--- src/rtl/impctl_pkg.sv ---
// Shared definitions for the impedance-calibration (impctl) stages.
package impctl_pkg;

    typedef enum logic {
        ACQUIRE = 1'b0,
        TRACK   = 1'b1
    } state_t;

    localparam logic DIR_UP = 1'b1;
    localparam logic DIR_DN = 1'b0;

    localparam logic [7:0] CODE_INIT_DFLT = 8'h80;

    function automatic int unsigned max3(input int unsigned a,
                                         input int unsigned b,
                                         input int unsigned c);
        int unsigned m;
        m = (a > b) ? a : b;
        return (m > c) ? m : c;
    endfunction

endpackage

--- src/rtl/impctl_sync2.sv ---
// Two-flop synchronizer with synchronous active-high clear, for async inputs into l2clk.
module impctl_sync2 (
    input  logic clk,
    input  logic rst,
    input  logic d,
    output logic q
);

    logic meta;

    always_ff @(posedge clk) begin
        if (rst) begin
            meta <= 1'b0;
            q    <= 1'b0;
        end else begin
            meta <= d;
            q    <= meta;
        end
    end

endmodule

--- src/rtl/impctl_dtl_updn_ctrl.sv ---
// DTL impedance calibration: filters comparator decisions on slow-clock ticks,
// steps a saturating drive-strength code, and declares lock when the code dithers.
module impctl_dtl_updn_ctrl
    import impctl_pkg::*;
#(
    parameter int unsigned        CODE_W    = 8,
    parameter logic [CODE_W-1:0]  CODE_INIT = CODE_W'(CODE_INIT_DFLT),
    parameter int unsigned        FILT_N    = 4,
    parameter int unsigned        LOCK_N    = 3,
    parameter int unsigned        LOSE_N    = 8
) (
    input  logic              l2clk,
    input  logic              global_reset,
    input  logic              sclk,
    input  logic              comp_hi,
    input  logic              hold,
    input  logic              recal,
    output logic [CODE_W-1:0] code,
    output logic              code_upd,
    output logic              locked
);

    localparam int unsigned CNT_W = $clog2(max3(FILT_N, LOCK_N, LOSE_N)) + 1;

    logic             comp_s;
    logic             sclk_d;
    state_t           state;
    logic             run_dir;
    logic [CNT_W-1:0] run_cnt;
    logic [CNT_W-1:0] rev_cnt;
    logic [CNT_W-1:0] same_cnt;
    logic             last_step_dir;
    logic             has_last;

    logic              tick_en;
    logic [CNT_W-1:0]  run_cnt_nx;
    logic              step;
    logic              step_dir;
    logic              sat;
    logic [CODE_W-1:0] code_nx;
    logic              is_rev;
    logic [CNT_W-1:0]  rev_cnt_nx;
    logic [CNT_W-1:0]  same_cnt_nx;

    impctl_sync2 u_comp_sync (
        .clk (l2clk),
        .rst (global_reset),
        .d   (comp_hi),
        .q   (comp_s)
    );

    // Tick detect, decision filter and step arithmetic.
    always_comb begin
        tick_en     = sclk & ~sclk_d & ~hold;
        run_cnt_nx  = (comp_s == run_dir) ? run_cnt + CNT_W'(1) : CNT_W'(1);
        step        = tick_en && (run_cnt_nx == CNT_W'(FILT_N));
        step_dir    = comp_s;
        sat         = (step_dir == DIR_UP) ? (code == '1) : (code == '0);
        code_nx     = (step_dir == DIR_UP) ? code + CODE_W'(1) : code - CODE_W'(1);
        is_rev      = has_last && (step_dir != last_step_dir);
        rev_cnt_nx  = rev_cnt + CNT_W'(1);
        same_cnt_nx = (has_last && (step_dir == last_step_dir)) ? same_cnt + CNT_W'(1)
                                                                : CNT_W'(1);
    end

    always_ff @(posedge l2clk) begin
        if (global_reset) begin
            sclk_d        <= 1'b0;
            code          <= CODE_INIT;
            code_upd      <= 1'b0;
            locked        <= 1'b0;
            state         <= ACQUIRE;
            run_dir       <= DIR_DN;
            run_cnt       <= '0;
            rev_cnt       <= '0;
            same_cnt      <= '0;
            last_step_dir <= DIR_DN;
            has_last      <= 1'b0;
        end else begin
            sclk_d   <= sclk;
            code_upd <= 1'b0;
            if (recal) begin
                code          <= CODE_INIT;
                locked        <= 1'b0;
                state         <= ACQUIRE;
                run_dir       <= DIR_DN;
                run_cnt       <= '0;
                rev_cnt       <= '0;
                same_cnt      <= '0;
                last_step_dir <= DIR_DN;
                has_last      <= 1'b0;
            end else if (tick_en) begin
                run_dir <= comp_s;
                if (step) begin
                    run_cnt       <= '0;
                    last_step_dir <= step_dir;
                    has_last      <= 1'b1;
                    // A saturated step still feeds the lock logic below.
                    if (!sat) begin
                        code     <= code_nx;
                        code_upd <= 1'b1;
                    end
                    case (state)
                        ACQUIRE: begin
                            if (is_rev) begin
                                rev_cnt <= rev_cnt_nx;
                                if (rev_cnt_nx == CNT_W'(LOCK_N)) begin
                                    state    <= TRACK;
                                    locked   <= 1'b1;
                                    same_cnt <= '0;
                                end
                            end
                        end
                        TRACK: begin
                            if (same_cnt_nx == CNT_W'(LOSE_N)) begin
                                state    <= ACQUIRE;
                                locked   <= 1'b0;
                                rev_cnt  <= '0;
                                same_cnt <= '0;
                            end else begin
                                same_cnt <= same_cnt_nx;
                            end
                        end
                        default: state <= ACQUIRE;
                    endcase
                end else begin
                    run_cnt <= run_cnt_nx;
                end
            end
        end
    end

endmodule
--- config.mk ---
export PLATFORM = sky130hd
export DESIGN_NAME = impctl_dtl_updn_ctrl
export DESIGN_NICKNAME = d
export VERILOG_FILES = /design/src/rtl/impctl_pkg.sv /design/src/rtl/impctl_sync2.sv /design/src/rtl/impctl_dtl_updn_ctrl.sv
export SDC_FILE = /design/constraint.sdc
export NUM_CORES = 1
export LEC_CHECK = 0
export BUFFER_PORTS_ARGS = -buffer_cell sky130_fd_sc_hd__buf_2
export CAP_MARGIN = 0
export CORE_MARGIN = 2
export CORE_UTILIZATION = 63
export CTS_CLUSTER_SIZE = 20
export DETAILED_ROUTE_END_ITERATION = 12
export MAX_ROUTING_LAYER = met4
export PLACE_DENSITY_LB_ADDON = 0.2
export SLEW_MARGIN = 25
export SYNTH_ARGS = -nofsm -noshare
export SYNTH_HDL_FRONTEND = slang
export SYNTH_SLANG_ARGS = --single-unit
--- constraint.sdc ---
create_clock -name l2clk -period 6.25 [get_ports l2clk]
set_input_delay 0.625 -clock l2clk [delete_from_list [all_inputs] [get_ports l2clk]]
set_output_delay 0.625 -clock l2clk [all_outputs]
set_load 0.02 [all_outputs]
==> impl_results.md, run 1 <==
- Synth top area cells: dfxtp_1 (34%), ha_1 (7.2%), a21oi_1 (4.9%)
- Clk_skew: 0.003964 ns
- Final hold violations: 0
- FP Rows: 19
- Final Wtd Congestion: 0.8773
- GRT Overall Usage: 25.72%
- Worst-margin pin slew: 0.6352 ns
- Switch share: 22.70%
- Final setup fails: 0
- Yosys reg bits: 29
- Maximum vdd drop: 0.1939 mV
- Cts repair resizes: 0
- Max Root-Sink Buffers: 2
- LEAKAGE: 0.0007181 uW
- Yosys cell types: 52
- Initial core utilization: 64.42%
- Clk sinks: 29
- Setup crit start: u_comp_sync.q
- CTS H-tree lvls: 2
- RSZ-0062 raised after global routing: no
- R2R Setup Slk: 3.66 ns
- Combinational power share: 5.4%
- Largest family of logic cells by synthesized area: simple AND/OR/NAND/NOR gates
- CTS tree: yes
- Std-Cell Core Area: 2686 sq um
- Worst-Skew Late Latency: 0.32 ns
- Multi-input logic area: 1084 sq um
- Slew Limit Fails: 0
- Ys async rst share: 0%
- Post-synth top area cell: dfxtp_1
- Total power: 333.7 uW
- Synth Area in Simple Gates: 25.45%
- DRT Wirelength: 3586 um
- WS Path Type: flop to flop
- Clock power frac: 38.4%
- Worst EP required: 6.50 ns
- First-pass GRT wire length: 6341 um
- Number of antenna diodes: 0
- Ratio of cells with drive above 1 in the final layout: 15.89%
- Initial DRC count: 65
- Max_slew headroom: 57.30%
- P per Cell Area: 178.4 nW/um^2
- Internal power: 257.9 uW
- Post-synthesis compound-gate area fraction: 22.63%
- Die X: 56.41 um
- Post-Synth Adder-Cell Area: 8.388%
- Tmin final: 2.585 ns
- DIE HEIGHT: 56.41 um
- Reg power frac: 56.1%
- FF-to-FF path depth: 7
- Layout area overhead: 8.098%
- Final worst path period share: 41.36%
- Hold Crit Class: flop to flop
- Dpl hpwl: 2623 um
- Sequential area share after synthesis: 33.55%
- Port-buffer cells: 15
- Reg-to-Reg Start: u_comp_sync.q
- Clock root buffer: clkbuf_4
- Post-synthesis mux area share: 1.735%
- CTS clk-pin slew, worst paths: 0.09 ns
- Fmax: 0.3868 GHz
- Post-CTS Setup Inserts: 0
- FF+latch area: 580.6 sq um
- Antenna violations before repair: 0
- Crit end category: flop
- Switch Pwr: 75.74 uW
- Top-area cell type share of the netlist area: 33.55%
- 1st-pass router iterations: 4
- Vias/cell: 6.261
- R2r endpoint: code[5]
- Filler cell count: 222
- Status: complete, no violations
- Drt drc: 0
- Die ar.: 3182 sq um
- Critical path arrival: 2.83 ns
- Via count: 1,534
- Largest net degree at the start of global routing: 24
- Synthesized net count: 217
- Final #Nets: 230
- Hold buffers post-CTS: 0
- ANT nets after route: 0
- DR WL/cell: 14.64 um
- Synth Flop Type: dfxtp_1
- Yosys warning total: 0
- Max-cap violation count: 0
- Post-Synth XOR/XNOR Area: 4.049%
- Post-Synthesis Cells: 200
- IO Pins: 16
- Post-synth EDFFs: 0
- Cts bufs inserted: 5
- Startpoint Class: flop
- Avg Cell Area, Syn: 8.652 sq um
- Post-Route Setup TNS: 0 ns
- Congestion Overflow GR: 0
- Worst Setup EP: code[5]
- Synth Cell Area: 1730 sq um
- Crit path max fanout: 12
- Layout Utilization: 69.63%
- Vias in the first global route: 1,442
metal layers:
layer  wire length (um)  global-route usage [%]
met4                 20                   7.823
met1               1598                   31.26
met3                134                   6.221
met5                  0                       -
met2               1832                   42.35
area by class of cell:
cell class	count	share of cell area (%)
Multi-Input combinational cell	156	57.93
Tap cell	31	2.074
Inverter	6	1.204
Clock inverter	1	0.2676
Timing Repair Buffer	15	4.013
Clock buffer	7	3.478
Sequential cell	29	31.04
metrics by stage:
stage,hold WS (ns),cell area (sq um),instances,worst slack [ns]
3_5_place_dp,0.4297,1794,237,3.413
4_1_cts,0.4521,1864,245,3.732
2_1_floorplan,0.4138,1730,200,3.822
5_1_grt,0.4580,1871,245,3.524
6_report,0.4500,1871,245,3.665
3_3_place_gp,0.4305,1794,237,3.487
cells in the final DEF, fill, tap and decap left out, drive strengths merged, types with 7 or more instances in the layout:
master   n
dfxtp   29
a21oi   17
o21ai   13
clkbuf   7
buf     15
nand3   14
nor2b    7
nor2    14
nand2    7
ha      10
cell usage after synthesis, drive strengths merged (3+ instances only):
master   n
nor2b    7
inv      6
o21ai   13
nand3   14
and3     3
a21oi   17
nand2b   5
ha      10
or4      4
dfxtp   29
nor3     5
nor2    14
or2      3
mux2i    3
clkbuf   6
nand2    7
buf      3
xor2     6
o21a     4
nor4     5
flip-flops by register name, indices dropped and copies added (netlist names):
register          count
state                 1
run_cnt               4
u_comp_sync.meta      1
code                  8
same_cnt              4
run_dir               1
sclk_d                1
code_upd              1
u_comp_sync.q         1
has_last              1
rev_cnt               4
locked                1
last_step_dir         1
cells by family (layout without fill, tap and decap cells):
group,after synthesis,count (layout)
AO/OA/AOI/OAI,57,57
buffers and inverters,15,29
adder cells (fa/ha/maj),11,11
flip-flops,29,29
XOR/XNOR,8,8
AND/OR/NAND/NOR,77,77
multiplexers,3,3
worst min-delay path by stage:
stage / from / endpoint / slack (ns) / depth (start not counted)
after floorplan: u_comp_sync.meta / u_comp_sync.q / 0.41 / 1
after global placement: u_comp_sync.meta / u_comp_sync.q / 0.43 / 1
after detailed placement: u_comp_sync.meta / u_comp_sync.q / 0.43 / 1
after CTS: u_comp_sync.meta / u_comp_sync.q / 0.45 / 1
after global routing: u_comp_sync.meta / u_comp_sync.q / 0.46 / 1
final: u_comp_sync.meta / u_comp_sync.q / 0.45 / 1
power groups by stage:
stage	combinational, uW	sequential [uW]	clock (uW)
floorplan	14.7	191	0
global placement	17.1	192	0
detailed placement	18.0	192	0
CTS	18.0	187	134
global route	20.6	188	142
finish	18.2	187	128
critical path, stage by stage (launching register included):
cell	delay, ns
dfxtp_1	0.62
inv_1	0.25
ha_1	0.42
nand3_1	0.11
o22ai_1	0.34
or3_1	0.16
or4b_1	0.44
a21oi_1	0.18
No activity file was read; power rests on OpenSTA's default activity.
==> run 2: changes to the inputs <==
--- a/config.mk
+++ b/config.mk
@@ -8,7 +8,7 @@
 export BUFFER_PORTS_ARGS = -buffer_cell sky130_fd_sc_hd__buf_2
 export CAP_MARGIN = 0
 export CORE_MARGIN = 2
-export CORE_UTILIZATION = 63
+export CORE_UTILIZATION = 53
 export CTS_CLUSTER_SIZE = 20
 export DETAILED_ROUTE_END_ITERATION = 12
 export MAX_ROUTING_LAYER = met4
==> constraint.sdc (replaced) <==
create_clock -name l2clk -period 2.09 [get_ports l2clk]
set_input_delay 0.209 -clock l2clk [delete_from_list [all_inputs] [get_ports l2clk]]
set_output_delay 0.209 -clock l2clk [all_outputs]
set_load 0.02 [all_outputs]
==> run 2 against run 1 <==
Effect of this change:
- setup slack got worse by 3.6 ns
- final area increased by 10%
- core utilization decreased by 2.6 points
- fmax increased by 27%
==> impl_results.md, run 2 (synthesis results as in run 1) <==
- 1st-pass router iterations: 4 (unchanged)
- Worst EP required: 2.36 ns (was 6.50 ns)
- Hold path cells: 2 (was 1)
- DRT Wirelength: 4192 um (was 3586 um)
- Fmax: 0.4906 GHz (was 0.3868 GHz)
- Vias in the first global route: 1,553 (was 1,442)
- Inst Count DP: 268 (was 237)
- GRT Overall Usage: 26.50% (was 25.72%)
- Max Root-Sink Buffers: 2 (unchanged)
- Final instance area: 2062 sq um (was 1871 sq um)
- Cts bufs inserted: 5 (unchanged)
- Combinational power share: 7.5% (was 5.4%)
- Hold Path End: u_comp_sync.q (unchanged)
- CTS tree: yes (unchanged)
- Port-buffer cells: 15 (unchanged)
- WS Path Type: flop to flop (unchanged)
- FP Rows: 20 (was 19)
- Antenna violations before repair: 0 (unchanged)
- Setup WS post-layout: 0.05160 ns (was 3.665 ns)
- Die X: 61.14 um (was 56.41 um)
- Drt drc: 0 (unchanged)
- R2r endpoint: code[5] (unchanged)
- Layout area overhead: 19.16% (was 8.098%)
- Max-cap violation count: 0 (unchanged)
- Total power: 960.7 uW (was 333.7 uW)
- CTS clk-pin slew, worst paths: 0.10 ns (was 0.09 ns)
- Hold Crit Class: input pin to flop (was flop to flop)
- Hold buffers post-CTS: 0 (unchanged)
- Std-Cell Core Area: 3078 sq um (was 2686 sq um)
- Post-Place Setup Slack: 0.03233 ns (was 3.413 ns)
- R2R Setup Slk: 0.05 ns (was 3.66 ns)
- Ratio of cells with drive above 1 in the final layout: 27.47% (was 15.89%)
- Post-Route Setup TNS: 0 ns (unchanged)
- LEAKAGE: 0.0007994 uW (was 0.0007181 uW)
- Most flops, register: code (unchanged)
- Most common cell after layout, fill and taps aside: dfxtp_1 (unchanged)
- DIE HEIGHT: 61.14 um (was 56.41 um)
- Clk sinks: 29 (unchanged)
- Final hold violations: 0 (unchanged)
- Clock power frac: 34.4% (was 38.4%)
- Final worst path period share: 97.53% (was 41.36%)
- Number of antenna diodes: 0 (unchanged)
- First-pass GRT wire length: 7086 um (was 6341 um)
- Reg power frac: 58.0% (was 56.1%)
- Dpl hpwl: 3028 um (was 2623 um)
- Max FFs per register: 8 (unchanged)
- P per Cell Area: 465.9 nW/um^2 (was 178.4 nW/um^2)
- Slew Limit Fails: 0 (unchanged)
- Status: complete, no violations (unchanged)
- Max_slew headroom: 66.05% (was 57.30%)
- Most frequent cells in the layout: dfxtp_1 (26), buf_4 (19), a21oi_1 (16), buf_2 (15), nor2_1 (14) (was dfxtp_1 (29), a21oi_1 (17), buf_2 (15), nor2_1 (14))
- CTS H-tree lvls: 2 (unchanged)
- Crit end category: flop (unchanged)
- Initial DRC count: 79 (was 65)
- Internal power: 713.4 uW (was 257.9 uW)
- Final Wtd Congestion: 0.8546 (was 0.8773)
- FF-to-FF path depth: 7 (unchanged)
- Startpoint Class: flop (unchanged)
- Tmin final: 2.038 ns (was 2.585 ns)
- Largest net degree at the start of global routing: 19 (was 24)
- Switch Pwr: 247.3 uW (was 75.74 uW)
- Initial core utilization: 56.22% (was 64.42%)
- Worst hold start: global_reset (was u_comp_sync.meta)
- Clk_skew: 0.008495 ns (was 0.003964 ns)
- Clock root buffer: clkbuf_4 (unchanged)
- Worst-Skew Late Latency: 0.33 ns (was 0.32 ns)
- Reg-to-Reg Start: u_comp_sync.q (unchanged)
- IO Pins: 16 (unchanged)
- Worst-margin pin slew: 0.5085 ns (was 0.6352 ns)
- Final setup fails: 0 (unchanged)
- ANT nets after route: 0 (unchanged)
- Die ar.: 3738 sq um (was 3182 sq um)
- Maximum vdd drop: 0.3813 mV (was 0.1939 mV)
- Critical path arrival: 2.31 ns (was 2.83 ns)
- Congestion Overflow GR: 0 (unchanged)
- Non-Filler Instances: 277 (was 245)
- DR WL/cell: 15.13 um (was 14.64 um)
- Final #Nets: 249 (was 230)
- Via count: 1,666 (was 1,534)
- DP Area: 1957 sq um (was 1794 sq um)
- Crit path max fanout: 6 (was 12)
- Vias/cell: 6.014 (was 6.261)
- Switch share: 25.74% (was 22.70%)
## run 2: changes by cell type in the layout (fill, tap and decap cells not counted), sizes merged
cell      change
buf          +19
clkbuf        -2
clkinv        +1
clkinvlp      +1
## run 2: cell type report
type	instances	area, sq um
clock buffer	5	37.54
clock inverter	3	17.52
fill	288	1016
inverter	6	22.52
multi-input combinational	156	1127
sequential	29	584.3
tap	44	55.05
timing repair buffer	34	217.7
## run 2: worst max path at each step
stage	startpoint	to
2_1_floorplan	u_comp_sync.q	code[5]
3_3_place_gp	run_cnt[0]	code[5]
3_5_place_dp	run_cnt[0]	code[5]
4_1_cts	run_cnt[0]	code[5]
5_1_grt	u_comp_sync.q	code[5]
6_report	u_comp_sync.q	code[5]
## run 2: timing repair
item | 4_1_cts | 5_1_grt
buffers inserted | 0 | 1
setup endpoints to repair | 0 | 13
resized for setup | 0 | 11
## run 2: metrics by stage
stage	hold slack, ns	util, %
floorplan	0.2806	-
CTS	0.08242	65.37
finish	0.09051	66.99
detailed placement	0.4332	63.58
global placement	0.4235	63.58
global route	0.08726	66.99
## run 2: worst max-delay path, cell delays in order (launching register included)
cell     delay [ns]
dfxtp_1        0.33
inv_2          0.13
ha_2           0.33
a21oi_1        0.18
o22ai_1        0.15
o21a_1         0.20
or4b_4         0.51
a21oi_2        0.13
## run 2: per-layer routing
metal	routed length, um	track usage, %	share of wire, %	vias to the layer above
met5	0	-	0	-
met4	52	9.006	1.2	0
met3	236	6.303	5.6	8
met2	2139	44.83	51	52
met1	1764	30.67	42	798
li1	-	-	-	808
## run 2: power by group through the flow
stage	combinational (uW)	sequential (uW)	clock, uW
floorplan	45.3	571	0
global placement	65.0	570	0
detailed placement	67.9	570	0
CTS	68.3	557	342
global route	79.6	558	363
finish	72.3	558	331
